$ cat config.mk
export PLATFORM = sky130hd
export DESIGN_NAME = id_ex_stage
export DESIGN_NICKNAME = d
export VERILOG_FILES = /design/src/rtl/id_ex_stage_pkg.sv /design/src/rtl/id_ex_stage_fwd_unit.sv /design/src/rtl/id_ex_stage.sv
export SDC_FILE = /design/constraint.sdc
export NUM_CORES = 1
export LEC_CHECK = 0
export CAP_MARGIN = 20
export CORE_AREA = 2 2 149 151
export CTS_CLUSTER_SIZE = 25
export DETAILED_ROUTE_END_ITERATION = 10
export DIE_AREA = 0 0 151 153
export GPL_TIMING_DRIVEN = 1
export PLACE_DENSITY = 0.73
export SETUP_SLACK_MARGIN = 0.05
export SYNTH_ARGS = -nofsm -noshare
export SYNTH_HDL_FRONTEND = slang
export SYNTH_SLANG_ARGS = --single-unit
$ cat constraint.sdc
create_clock -name i_clk -period 2.7 [get_ports i_clk]
set_clock_uncertainty 0.05 [all_clocks]
set_input_delay 0.405 -clock i_clk [delete_from_list [all_inputs] [get_ports i_clk]]
set_output_delay 0.405 -clock i_clk [all_outputs]
set_load 0.02 [all_outputs]
$ cat src/rtl/id_ex_stage_pkg.sv
// pipe_pkg: shared types and constants for the RISC-I EX-stage front end.
//   XLEN_DEF / RA_W_DEF : default datapath / register-address widths
//   ALU_*               : 4-bit ALU control encodings
//   fwd_sel_t           : forwarding source select
package pipe_pkg;
  localparam int XLEN_DEF = 32;
  localparam int RA_W_DEF = 5;

  localparam logic [3:0] ALU_AND  = 4'b0000;
  localparam logic [3:0] ALU_OR   = 4'b0001;
  localparam logic [3:0] ALU_ADD  = 4'b0010;
  localparam logic [3:0] ALU_SUB  = 4'b0110;
  localparam logic [3:0] ALU_SLT  = 4'b0111;
  localparam logic [3:0] ALU_SLTU = 4'b1000;
  localparam logic [3:0] ALU_SLL  = 4'b1001;
  localparam logic [3:0] ALU_SRA  = 4'b1010;
  localparam logic [3:0] ALU_SRL  = 4'b1011;
  localparam logic [3:0] ALU_XOR  = 4'b1101;

  typedef enum logic [1:0] {
    FWD_RF    = 2'd0,
    FWD_MEMWB = 2'd1,
    FWD_EXMEM = 2'd2
  } fwd_sel_t;
endpackage

$ cat src/rtl/id_ex_stage_fwd_unit.sv
// fwd_unit: combinational forwarding select for one source operand.
//   src, rf_data          : registered source register and its file read data
//   exmem_we/rd/data      : EX/MEM forwarding tap
//   memwb_we/rd/data      : MEM/WB forwarding tap
//   sel, data             : chosen source and forwarded value
// EX/MEM is younger, so it wins when both stages match. r0 is never forwarded.
module fwd_unit
  import pipe_pkg::*;
#(
  parameter int XLEN = XLEN_DEF,
  parameter int RA_W = RA_W_DEF
) (
  input  logic [RA_W-1:0] src,
  input  logic [XLEN-1:0] rf_data,
  input  logic            exmem_we,
  input  logic [RA_W-1:0] exmem_rd,
  input  logic [XLEN-1:0] exmem_data,
  input  logic            memwb_we,
  input  logic [RA_W-1:0] memwb_rd,
  input  logic [XLEN-1:0] memwb_data,
  output fwd_sel_t        sel,
  output logic [XLEN-1:0] data
);
  logic src_nz;
  assign src_nz = (src != '0);

  always_comb begin
    sel  = FWD_RF;
    data = rf_data;
    if (src_nz && exmem_we && (exmem_rd == src)) begin
      sel  = FWD_EXMEM;
      data = exmem_data;
    end else if (src_nz && memwb_we && (memwb_rd == src)) begin
      sel  = FWD_MEMWB;
      data = memwb_data;
    end
  end
endmodule

$ cat src/rtl/id_ex_stage.sv
// id_ex_stage: ID/EX pipeline register plus ALU operand-select front end.
//   ID side   : i_valid, i_rs/i_rt/i_rd, i_rs_data/i_rt_data, i_imm, i_alu_ctrl,
//               i_alu_src, i_shift, i_reg_write/i_mem_read/i_mem_write/i_mem_to_reg
//   control   : i_flush (squash incoming), i_hold (freeze)
//   forwarding: i_exmem_{reg_write,rd,result}, i_memwb_{reg_write,rd,result}
//   EX side   : o_A, o_B, o_alu_ctrl, o_store_data, o_rd, control, o_valid
//   o_stall   : load-use stall request back to IF/ID
// Optional: define ID_EX_STALL_CNT_EN to add o_stall_cnt, a wrapping count of
// taken load-use stalls.
module id_ex_stage
  import pipe_pkg::*;
#(
  parameter int XLEN = XLEN_DEF,
  parameter int RA_W = RA_W_DEF
) (
  input  logic            i_clk,
  input  logic            i_rst_n,
  input  logic            i_valid,
  input  logic [RA_W-1:0] i_rs,
  input  logic [RA_W-1:0] i_rt,
  input  logic [RA_W-1:0] i_rd,
  input  logic [XLEN-1:0] i_rs_data,
  input  logic [XLEN-1:0] i_rt_data,
  input  logic [XLEN-1:0] i_imm,
  input  logic [3:0]      i_alu_ctrl,
  input  logic            i_alu_src,
  input  logic            i_shift,
  input  logic            i_reg_write,
  input  logic            i_mem_read,
  input  logic            i_mem_write,
  input  logic            i_mem_to_reg,
  input  logic            i_flush,
  input  logic            i_hold,
  input  logic            i_exmem_reg_write,
  input  logic [RA_W-1:0] i_exmem_rd,
  input  logic [XLEN-1:0] i_exmem_result,
  input  logic            i_memwb_reg_write,
  input  logic [RA_W-1:0] i_memwb_rd,
  input  logic [XLEN-1:0] i_memwb_result,
  output logic [XLEN-1:0] o_A,
  output logic [XLEN-1:0] o_B,
  output logic [3:0]      o_alu_ctrl,
  output logic [XLEN-1:0] o_store_data,
  output logic [RA_W-1:0] o_rd,
  output logic            o_reg_write,
  output logic            o_mem_read,
  output logic            o_mem_write,
  output logic            o_mem_to_reg,
  output logic            o_valid,
`ifdef ID_EX_STALL_CNT_EN
  output logic [31:0]     o_stall_cnt,
`endif
  output logic            o_stall
);
  logic            valid_q, valid_d;
  logic [RA_W-1:0] rs_q, rs_d, rt_q, rt_d, rd_q, rd_d;
  logic [XLEN-1:0] rs_data_q, rs_data_d, rt_data_q, rt_data_d, imm_q, imm_d;
  logic [3:0]      alu_ctrl_q, alu_ctrl_d;
  logic            alu_src_q, alu_src_d, shift_q, shift_d;
  logic            reg_write_q, reg_write_d, mem_read_q, mem_read_d;
  logic            mem_write_q, mem_write_d, mem_to_reg_q, mem_to_reg_d;

  logic            stall;
  logic            bubble;
  fwd_sel_t        rs_sel, rt_sel;
  logic [XLEN-1:0] fwd_rs, fwd_rt;

  // Conservative: rt is compared even for I-type consumers. Gated by hold and
  // flush so the request is only raised when the bubble is actually inserted.
  assign stall = valid_q & mem_read_q & (rd_q != '0) & i_valid &
                 ((i_rs == rd_q) | (i_rt == rd_q)) & ~i_hold & ~i_flush;
  assign bubble = i_flush | stall;

  always_comb begin
    valid_d      = valid_q;
    rs_d         = rs_q;
    rt_d         = rt_q;
    rd_d         = rd_q;
    rs_data_d    = rs_data_q;
    rt_data_d    = rt_data_q;
    imm_d        = imm_q;
    alu_ctrl_d   = alu_ctrl_q;
    alu_src_d    = alu_src_q;
    shift_d      = shift_q;
    reg_write_d  = reg_write_q;
    mem_read_d   = mem_read_q;
    mem_write_d  = mem_write_q;
    mem_to_reg_d = mem_to_reg_q;
    if (bubble) begin
      // flush outranks hold; stall already excludes hold
      valid_d      = 1'b0;
      rs_d         = '0;
      rt_d         = '0;
      rd_d         = '0;
      rs_data_d    = '0;
      rt_data_d    = '0;
      imm_d        = '0;
      alu_ctrl_d   = ALU_AND;
      alu_src_d    = 1'b0;
      shift_d      = 1'b0;
      reg_write_d  = 1'b0;
      mem_read_d   = 1'b0;
      mem_write_d  = 1'b0;
      mem_to_reg_d = 1'b0;
    end else if (!i_hold) begin
      valid_d      = i_valid;
      rs_d         = i_rs;
      rt_d         = i_rt;
      rd_d         = i_rd;
      rs_data_d    = i_rs_data;
      rt_data_d    = i_rt_data;
      imm_d        = i_imm;
      alu_ctrl_d   = i_alu_ctrl;
      alu_src_d    = i_alu_src;
      shift_d      = i_shift;
      reg_write_d  = i_reg_write;
      mem_read_d   = i_mem_read;
      mem_write_d  = i_mem_write;
      mem_to_reg_d = i_mem_to_reg;
    end
  end

  always_ff @(posedge i_clk or negedge i_rst_n) begin
    if (!i_rst_n) begin
      valid_q      <= 1'b0;
      rs_q         <= '0;
      rt_q         <= '0;
      rd_q         <= '0;
      rs_data_q    <= '0;
      rt_data_q    <= '0;
      imm_q        <= '0;
      alu_ctrl_q   <= '0;
      alu_src_q    <= 1'b0;
      shift_q      <= 1'b0;
      reg_write_q  <= 1'b0;
      mem_read_q   <= 1'b0;
      mem_write_q  <= 1'b0;
      mem_to_reg_q <= 1'b0;
    end else begin
      valid_q      <= valid_d;
      rs_q         <= rs_d;
      rt_q         <= rt_d;
      rd_q         <= rd_d;
      rs_data_q    <= rs_data_d;
      rt_data_q    <= rt_data_d;
      imm_q        <= imm_d;
      alu_ctrl_q   <= alu_ctrl_d;
      alu_src_q    <= alu_src_d;
      shift_q      <= shift_d;
      reg_write_q  <= reg_write_d;
      mem_read_q   <= mem_read_d;
      mem_write_q  <= mem_write_d;
      mem_to_reg_q <= mem_to_reg_d;
    end
  end

  fwd_unit #(.XLEN(XLEN), .RA_W(RA_W)) u_fwd_rs (
    .src(rs_q), .rf_data(rs_data_q),
    .exmem_we(i_exmem_reg_write), .exmem_rd(i_exmem_rd), .exmem_data(i_exmem_result),
    .memwb_we(i_memwb_reg_write), .memwb_rd(i_memwb_rd), .memwb_data(i_memwb_result),
    .sel(rs_sel), .data(fwd_rs)
  );

  fwd_unit #(.XLEN(XLEN), .RA_W(RA_W)) u_fwd_rt (
    .src(rt_q), .rf_data(rt_data_q),
    .exmem_we(i_exmem_reg_write), .exmem_rd(i_exmem_rd), .exmem_data(i_exmem_result),
    .memwb_we(i_memwb_reg_write), .memwb_rd(i_memwb_rd), .memwb_data(i_memwb_result),
    .sel(rt_sel), .data(fwd_rt)
  );

  // Selects are only needed for debug visibility; the value path is used here.
  logic unused_sel;
  assign unused_sel = ^{rs_sel, rt_sel};

  // Shifts operate on rt; the ALU takes shamt from B[10:6] of the immediate.
  assign o_A          = shift_q ? fwd_rt : fwd_rs;
  assign o_B          = (shift_q | alu_src_q) ? imm_q : fwd_rt;
  assign o_store_data = fwd_rt;
  assign o_alu_ctrl   = alu_ctrl_q;
  assign o_rd         = rd_q;
  assign o_reg_write  = reg_write_q;
  assign o_mem_read   = mem_read_q;
  assign o_mem_write  = mem_write_q;
  assign o_mem_to_reg = mem_to_reg_q;
  assign o_valid      = valid_q;
  assign o_stall      = stall;

`ifdef ID_EX_STALL_CNT_EN
  logic [31:0] stall_cnt_q, stall_cnt_d;

  always_comb begin
    stall_cnt_d = stall_cnt_q;
    if (stall) stall_cnt_d = stall_cnt_q + 32'd1;
  end

  always_ff @(posedge i_clk or negedge i_rst_n) begin
    if (!i_rst_n) stall_cnt_q <= '0;
    else          stall_cnt_q <= stall_cnt_d;
  end

  assign o_stall_cnt = stall_cnt_q;
`endif
endmodule

==> impl_metrics.toml, run 1 <==
[run_status]
status = "complete, but fails checks"
violations = "negative setup slack"

[layout]
syn_to_final_growth_pct = 78.01
top_regs = "imm_q: 32 flops, rs_data_q: 32 flops, rt_data_q: 32 flops"
fin_nets = 1645
finalInstanceArea_sq_um = 15110
fin_cells = 1738
drive_gt1_share_pct = 33.04
utilization_pct = 70.34

[global_routing]
grt_pass1_wl_microns = 59010
overflow = 0
grt_antenna_before_repair = 2
grt_max_degree = 244
grt_pass1_vias = 10260
track_usage_pct = 33.56

[floorplanning]
coreArea_sq_um = 21490
die_y_microns = 153
rows = 54
die_area_sq_um = 23100
ios = 313
fp.dieW_microns = 151
start_util_pct = 39.51

[routing]
wl_per_cell_microns = 23.82
drt-total-wl_microns = 41400
drc_errors = 0
first_iter_violations = 682
dr_total_vias = 10260
drtPass1Iterations = 6
vias_per_cell = 5.901
final_antenna_net_count = 0

[clocking]
clock_latency_ns = 0.42
htree_num_levels = 4
clockRootBuffer = "clkbuf_16"
clock_sinks = 122
cts_max_path_buffers = 2
clkTransAtPathRegs_ns = 0.06
cts_tree = "yes"
numCtsBuffers = 17

[sta]
setup_viol = 96
finalHoldViolations = 0
max_slew_margin_pct = 23.68
period_minus_slack_ns = 3.279
drv_slew = 0
fin_ws_ns = -0.5787
finalCritPeriodShare_pct = 121.4
max_freq_mhz = 305.0
worst_pin_slew_ns = 1.145
rsz0062_at_grt = "true"

[yosys]
synth_top_area_cell = "dfrtp_1"
async_reset_ff_share_pct = 100.0
synth.cell_area_sq_um = 8489
synth-seq-cells = 122
seq_area_frac_synth_pct = 35.96
yosysMostFrequentCell = "nand2_1"
yosys.area.top_type_share_pct = 35.96
synthCells = 1045
synth_cell_types = 44
synth_fp_nets = 1247
synth_commonest_cells = "130 x nand2_1, 129 x o21ai_0, 122 x a21oi_1, 122 x dfrtp_1, 122 x nor2b_1"
syn_avg_cell_area_sq_um = 8.124
synth-main-ff-cell = "dfrtp_1"
synth-edff-count = 0
ys_top_cells_by_area = "dfrtp_1 36%, nor2b_1 9.0%, o21ai_0 7.6%"
yosysWarningCount = 0

[critical_path]
required_ns = 2.25
crit_path_max_fanout = 14
crit_chain = "or4_4, buf_6, o211a_4, buf_12, buf_4, nand3_2, a31oi_2, buf_4, mux2_4, buf_6"
critical-path-top-delay-family = "buffers and inverters"
crit_buf_inv = 5
cpPeakStageDelay_ns = 0.58
start_kind = "register"
cp-end-kind = "output pin"
arrival_ns = 2.82
path_class = "register to output pin"
critPathSlowestCell = "or4_4"

[placed_design]
placed_cells_incl_taps = 1640
port_buffers = 312
place_area_sq_um = 12710
pre_cts_slack_ns = -0.8210
hpwlAfterDp_microns = 26390
place_congestion = 1.114

[power_and_ir_drop]
ir_drop_mv = 0.4470
powerDensity_nw_per_um2 = 431.7
p_leak_uw = 0.006158

[run]
cap_viol_max_count = 0

[min_path]
hold_path.class = "primary input to register"
-- cell type report --
cell class	instances	area, sq um
well taps	280	350.3
inverters	2	7.507
diodes	2	5.005
repair buffers	489	5049
fillers	1613	6374
multi-input cells	811	6020
flip-flops and latches	122	3054
clock inverters	12	160.2
clock buffers	20	466.7
-- per-layer routing --
metal | vias to the layer above | part of all wire [%] | track usage [%]
met2 | 604 | 47 | 55.58
met5 | - | 0 | 0
met3 | 155 | 10 | 8.806
li1 | 4528 | - | -
met4 | 0 | 6.0 | 17.36
met1 | 4969 | 37 | 39.83
-- worst register-to-register path, delay by kind of cell (launching register included) --
| family | cells | cell delay (ns) |
|---|---|---|
| AO/OA/AOI/OAI | 3 | 0.72 |
| buffers and inverters | 2 | 0.66 |
| flip-flops | 1 | 0.46 |
| AND/OR/NAND/NOR | 1 | 0.58 |
-- layout by cell type, fill, tap and decap left out, types with 4 or more instances in the layout --
| cell | synthesis | routed |
|---|---|---|
| nand4_1 | 29 | 29 |
| buf_12 | 0 | 22 |
| nand3_4 | 0 | 6 |
| xor2_1 | 12 | 12 |
| mux2_4 | 0 | 30 |
| a31oi_2 | 1 | 6 |
| buf_2 | 26 | 6 |
| dfrtp_1 | 122 | 121 |
| o31ai_2 | 0 | 5 |
| buf_4 | 6 | 129 |
| a2111o_1 | 6 | 6 |
| nand3_1 | 26 | 5 |
| clkdlybuf4s50_1 | 0 | 211 |
| xnor2_2 | 0 | 5 |
| a31oi_4 | 0 | 19 |
| mux2_1 | 23 | 11 |
| a211oi_4 | 0 | 5 |
| nand2_1 | 130 | 129 |
| o221a_4 | 0 | 9 |
| clkbuf_16 | 0 | 22 |
| buf_6 | 3 | 107 |
| nand3_2 | 0 | 15 |
| nor2_1 | 17 | 14 |
| and3_4 | 4 | 6 |
| buf_16 | 0 | 4 |
| o221a_1 | 24 | 19 |
| o21ai_4 | 0 | 9 |
| mux2_2 | 34 | 16 |
| nor2b_1 | 122 | 122 |
| inv_6 | 0 | 4 |
| nor3_1 | 30 | 26 |
| o21ai_2 | 0 | 15 |
| o21ai_0 | 129 | 122 |
| xnor2_1 | 18 | 13 |
| a21oi_1 | 122 | 122 |
-- cells by family after synthesis --
| family | synth area share, % |
|---|---|
| AO/OA/AOI/OAI | 25.03 |
| XOR/XNOR | 3.095 |
| buffers and inverters | 5.866 |
| flip-flops | 35.96 |
| multiplexers | 7.561 |
| AND/OR/NAND/NOR | 22.49 |
-- where the power goes --
part	leakage, uW	internal [uW]	switching [uW]
Clock	0.000308	1540	918
Combinational	0.00423	1060	997
Sequential	0.00162	1920	85.0
-- path summary, 6_finish.rpt --
path                                       start                   endpoint  slack, ns  depth (start not counted)
hold reg to reg            imm_q[29]$_DFFE_PN0P_      imm_q[29]$_DFFE_PN0P_       0.48                          2
hold / removal                            i_hold        o_valid$_DFFE_PN0P_       0.27                          4
max in group asynchronous                i_rst_n      imm_q[26]$_DFFE_PN0P_       1.29                          3
setup reg to reg             o_rd[2]$_DFFE_PN0P_   rt_data_q[0]$_DFFE_PN0P_       0.13                          6
min in group asynchronous                i_rst_n  o_alu_ctrl[1]$_DFFE_PN0P_       0.47                          2
setup / recovery             rt_q[3]$_DFFE_PN0P_                    o_B[16]      -0.58                         10
-- through the flow --
stage | power [uW] | setup TNS [ns] | hold slack [ns]
after floorplan | 2789 | 0 | 0.05941
after global placement | 3749 | -65.14 | 0.3698
after detailed placement | 3763 | -65.45 | 0.3728
after CTS | 6312 | -45.09 | 0.2672
after global routing | 6753 | -48.35 | 0.2903
final | 6524 | -42.20 | 0.2700
-- timing repair --
item                                    4_1_cts  5_1_grt
cloned                                        6        6
resized for setup                           516      243
endpoints found under the hold margin        54        0
hold buffers                                  1        0
buffers inserted                             24       32
pin swaps                                    36       47
endpoints found under the setup margin       97       97
(Power assumes the default switching activity.)
==> inputs of run 2 (changes only) <==
CORE_AREA = 5 5 152 154   (was 2 2 149 151)
DIE_AREA = 0 0 157 159   (was 0 0 151 153)
==> run 2 against run 1 <==
Largest cell class unchanged. Cell count is essentially flat. Global-route usage fell by 2.8 points. Critical path depth fell by 1. Routed wire length is 2.5% higher. First-iteration DRC count is 50% higher. The flow still finishes with violations (negative setup slack). Power rose by 3.0%. Setup slack improved by 0.035 ns. Count of clock-buffer cells in the layout decreased by 3. Combinational power about the same. Sequential share of layout area decreased by 0.22 points. Sequential power is essentially flat.
==> impl_metrics.toml, run 2 (synthesis gave the netlist of run 1 again) <==
[run_status]
status = "complete, but fails checks"
violations = "negative setup slack"

[floorplanning]
start_util_pct = 39.39
die_area_sq_um = 24960
ios = 313
coreArea_sq_um = 21550
fp.dieW_microns = 157
die_y_microns = 159
rows = 54

[routing]
drt-total-wl_microns = 42460
drc_errors = 0
vias_per_cell = 5.927
final_antenna_net_count = 0
wl_per_cell_microns = 24.44
drtPass1Iterations = 5
first_iter_violations = 1024
dr_total_vias = 10300

[clocking]
clock_sinks = 122
cts_max_path_buffers = 2
clockRootBuffer = "clkbuf_16"
numCtsBuffers = 17
cts_tree = "yes"
clock_latency_ns = 0.43
htree_num_levels = 4
clkTransAtPathRegs_ns = 0.06

[min_path]
hold_path_depth = 4
hold_path.class = "primary input to register"

[layout]
fin_nets = 1645
drive_gt1_share_pct = 31.25
top_regs = "imm_q: 32 flops, rs_data_q: 32 flops, rt_data_q: 32 flops"
syn_to_final_growth_pct = 79.85
layout_commonest_cell = "clkdlybuf4s50_1"
layout_common_cells = "212 x clkdlybuf4s50_1, 142 x buf_6, 130 x nand2_1"
finalInstanceArea_sq_um = 15270

[global_routing]
track_usage_pct = 30.77
overflow = 0
grt_max_degree = 244
grt_pass1_wl_microns = 59430
grt_antenna_before_repair = 2
grt_pass1_vias = 9792

[critical_path]
path_class = "register to output pin"
start_kind = "register"
cpPeakStageDelay_ns = 0.60
critical-path-top-delay-family = "simple AND/OR/NAND/NOR gates"
path_depth = 9
cp-end-kind = "output pin"
crit_chain = "or4_4, o211ai_4, or2_4, buf_12, buf_8, buf_6, nor2_4, o31ai_2, buf_4"
required_ns = 2.25
arrival_ns = 2.79
crit_path_max_fanout = 6
critPathSlowestCell = "or4_4"
rr_worst_depth = 7
crit_buf_inv = 4

[sta]
setup_viol = 96
max_freq_mhz = 308.3
max_slew_margin_pct = 24.53
finalCritPeriodShare_pct = 120.1
worst_pin_slew_ns = 1.132
drv_slew = 0
fin_ws_ns = -0.5438
hold_slack_ns = 0.2829
period_minus_slack_ns = 3.244
rsz0062_at_grt = "true"
finalHoldViolations = 0

[placed_design]
pre_cts_slack_ns = -0.7848
place_area_sq_um = 12710
place_congestion = 0.9421
port_buffers = 312
hpwlAfterDp_microns = 26770

[power_and_ir_drop]
powerDensity_nw_per_um2 = 440.3
p_leak_uw = 0.006170
ir_drop_mv = 0.4616

[run]
cap_viol_max_count = 0
-- run 2: stage by stage --
step           total power (uW)  std cells  util, %  setup TNS (ns)
2_1_floorplan              2789       1045        -               0
3_5_place_dp               3770       1647    58.99          -63.52
4_1_cts                    6578       1713    67.29          -42.39
6_report                   6722       1737    70.84          -41.34
5_1_grt                    6929       1737    70.84          -47.20
3_3_place_gp               3759       1647    58.99          -62.64
-- run 2: worst paths after layout --
check,from,end,slack [ns]
max in group asynchronous,i_rst_n,rt_data_q[27]$_DFFE_PN0P_,1.42
max,rt_q[2]$_DFFE_PN0P_,o_B[24],-0.54
min,i_hold,o_valid$_DFFE_PN0P_,0.28
min in group asynchronous,i_rst_n,imm_q[0]$_DFFE_PN0P_,0.45
max reg2reg,o_rd[1]$_DFFE_PN0P_,rs_data_q[25]$_DFFE_PN0P_,0.27
min reg2reg,rt_data_q[30]$_DFFE_PN0P_,rt_data_q[30]$_DFFE_PN0P_,0.48
-- run 2: layout make-up --
| type | instances | area (sq um) |
|---|---|---|
| Antenna cell | 1 | 2.502 |
| Clock buffer | 17 | 425.4 |
| Clock inverter | 15 | 234.0 |
| Fill cell | 1633 | 6285 |
| Inverter | 2 | 7.507 |
| Multi-Input combinational cell | 811 | 5952 |
| Sequential cell | 122 | 3053 |
| Tap cell | 280 | 350.3 |
| Timing Repair Buffer | 489 | 5244 |
-- run 2: report_power, final --
group / total (uW) / internal [uW] / leakage, uW / switching [uW]
logic: 2090 / 1080 / 0.00422 / 1000
clock network: 2640 / 1660 / 0.000324 / 979
registers: 2000 / 1920 / 0.00163 / 76.5
-- run 2: worst register-to-register path: stages, from the launching register on --
cell and delay [ns]:
dfrtp_1 0.37, or4_1 0.57, o2111ai_4 0.23, buf_6 0.32, buf_4 0.35, o21ai_0 0.12
buf_4 0.17, a21oi_1 0.15
-- run 2: timing repair --
item / 4_1_cts / 5_1_grt
setup buffers: 35 / 22
cloned: 6 / 8
setup endpoints to repair: 100 / 101
gates resized for setup: 686 / 109
pin swaps: 35 / 31
hold buffers: 1 / 0
hold endpoints to repair: 48 / 0
-- run 2: per-layer routing --
layer  wire length (microns)  up-vias  part of all wire, %  global-route usage (%)
li1                        -     4537                    -                       -
met1                   15710     5007                   37                   37.21
met2                   20200      618                   48                   50.02
met3                    4103      131                  9.7                   8.100
met4                    2430        2                  5.7                   16.06
met5                      12        -                0.028                       0
==> inputs of run 3 (changes only) <==
CTS_BUF_LIST = sky130_fd_sc_hd__clkbuf_4 sky130_fd_sc_hd__clkbuf_8 sky130_fd_sc_hd__clkbuf_16   (was unset)
PLACE_DENSITY = 0.75   (was 0.73)
clock period = 2.65 ns   (was 2.7 ns; I/O delays follow)
==> run 3 against run 2 <==
Clock power down 17%. Routed wire length up 1.8%. Global-route usage up 0.57 points. Power down 4.8%. Critical endpoint is now o_A[5]. Via count up 1.3%. First-iteration DRC count down 4.7%. Sequential power about the same. Sequential cell count unchanged. Core utilization up 1.1 points. Cell area up 1.6%. The flow still finishes with violations (negative setup slack). Critical path depth up 2.
==> impl_metrics.toml, run 3 (synthesis gave the netlist of run 1 again) <==
[layout]
multi_input_area_sq_um = 6115
layout_commonest_cell = "clkdlybuf4s50_1"
syn_to_final_growth_pct = 82.76
seqCellArea_sq_um = 3053
utilization_pct = 71.98
nFillCells = 1569
top_regs = "imm_q: 32 flops, rs_data_q: 32 flops, rt_data_q: 32 flops"
fin_nets = 1664
layout_common_cells = "212 x clkdlybuf4s50_1, 131 x buf_6, 129 x nand2_1"
drive_gt1_share_pct = 33.15

[sta]
finalHoldViolations = 0
hold_slack_ns = 0.2634
finalCritPeriodShare_pct = 125.3
drv_slew = 0
max_slew_margin_pct = 27.49
setup_viol = 96
worst_pin_slew_ns = 1.088
max_freq_mhz = 301.2
period_minus_slack_ns = 3.320
tns_ns = -52.17
fin_ws_ns = -0.6696
rsz0062_at_grt = "true"

[run_status]
violations = "negative setup slack"
status = "complete, but fails checks"

[placed_design]
hpwlAfterDp_microns = 27220
place_congestion = 0.9960
port_buffers = 312

[global_routing]
overflow = 0
grt_pass1_wl_microns = 60820
track_usage_pct = 31.34
grt_pass1_vias = 10230
grt_antenna_before_repair = 5
grt_max_degree = 244

[routing]
first_iter_violations = 976
wl_per_cell_microns = 24.58
drc_errors = 0
dr_total_vias = 10430
dr_wl_met2_microns = 20550
wl_met1_microns = 16300
vias_per_cell = 5.928
final_antenna_net_count = 0
wl_met3_microns = 4288
top_layer_used = "met4"
drtPass1Iterations = 6
drt-total-wl_microns = 43240

[clocking]
clock_sinks = 122
numCtsBuffers = 17
clockRootBuffer = "clkbuf_16"
cts_tree = "yes"
htree_num_levels = 4
cts_max_path_buffers = 2
clock_latency_ns = 0.43
clkTransAtPathRegs_ns = 0.07

[min_path]
hold_path.class = "primary input to register"

[floorplanning]
fp.dieW_microns = 157
die_area_sq_um = 24960
start_util_pct = 39.39
die_y_microns = 159
ios = 313
coreArea_sq_um = 21550
rows = 54

[critical_path]
reg2reg_to = "rt_data_q[7]$_DFFE_PN0P_"
path_class = "register to output pin"
arrival_ns = 2.87
r2r_slack_ns = 0.20
required_ns = 2.20
r2r_start = "o_rd[1]$_DFFE_PN0P_"
rr_worst_depth = 6
crit_path_max_fanout = 6
start_kind = "register"
crit_start = "rt_q[0]$_DFFE_PN0P_"
crit_end = "o_A[5]"
cp-end-kind = "output pin"

[power_and_ir_drop]
powerDensity_nw_per_um2 = 412.4
ir_drop_mv = 0.4320
p_leak_uw = 0.006292

[run]
cap_viol_max_count = 0
run 3: cell count changes in the layout (fill, tap and decap cells not counted), sizes merged:
cell / before / now
bufinv: 5 / 0
inv: 8 / 4
clkinv: 4 / 8
clkbuf: 23 / 25
diode: 1 / 4
buf: 269 / 285
bufbuf: 0 / 2
clkinvlp: 0 / 4
run 3: critical path: stages, from the launching register on:
cell       delay (ns)
dfrtp_1          0.38
buf_4            0.13
or4_4            0.46
buf_6            0.15
o211ai_4         0.18
buf_12           0.16
clkbuf_16        0.15
o21ai_0          0.08
buf_4            0.17
nand4_1          0.21
o221a_1          0.25
buf_6            0.12
run 3: stage by stage:
stage                     setup slack (ns)  cell area, sq um  cells  total power (uW)
after floorplan                    0.06064              8676   1045              2846
after global placement             -0.8741             12750   1641              3849
after detailed placement           -0.9387             12750   1641              3856
after CTS                          -0.6489             14200   1714              6122
after global routing               -0.7546             15510   1759              6600
final                              -0.6696             15510   1759              6399
run 3: worst min path at each step:
stage            start                         to  slack [ns]  cells after the start
2_1_floorplan  i_rst_n      alu_src_q$_DFFE_PN0P_        0.05                      0
3_3_place_gp   i_rst_n  o_alu_ctrl[0]$_DFFE_PN0P_        0.38                      1
3_5_place_dp   i_rst_n  o_alu_ctrl[1]$_DFFE_PN0P_        0.38                      1
4_1_cts         i_hold        o_valid$_DFFE_PN0P_        0.27                      4
5_1_grt         i_hold        o_valid$_DFFE_PN0P_        0.31                      4
6_report        i_hold        o_valid$_DFFE_PN0P_        0.26                      4
run 3: timing repair:
item	in CTS	in global routing
endpoints found under the hold margin	58	0
resized for setup	549	217
gates cloned	9	8
setup buffers	31	42
setup endpoints to repair	97	99
pin swaps	28	38
hold buffers	1	0
run 3: area by class of cell:
type | count | area share, %
flip-flops and latches | 122 | 19.68
multi-input cells | 811 | 39.41
diodes | 4 | 0.06452
clock inverters | 14 | 0.6371
well taps | 280 | 2.258
inverters | 2 | 0.04839
clock buffers | 18 | 2.831
repair buffers | 508 | 35.07
run 3: power breakdown:
part | total, uW | internal, uW | switching, uW
clock | 2180 | 1220 | 959
sequential | 2030 | 1960 | 73.3
combinational | 2190 | 1120 | 1070
total | 6400 | 4300 | 2100
run 3: per-layer routing:
metal | global-route usage (%) | vias to the layer above
li1 | - | 4580
met1 | 39.48 | 5049
met2 | 50.02 | 668
met3 | 7.665 | 130
met4 | 15.38 | 0
met5 | 0 | -
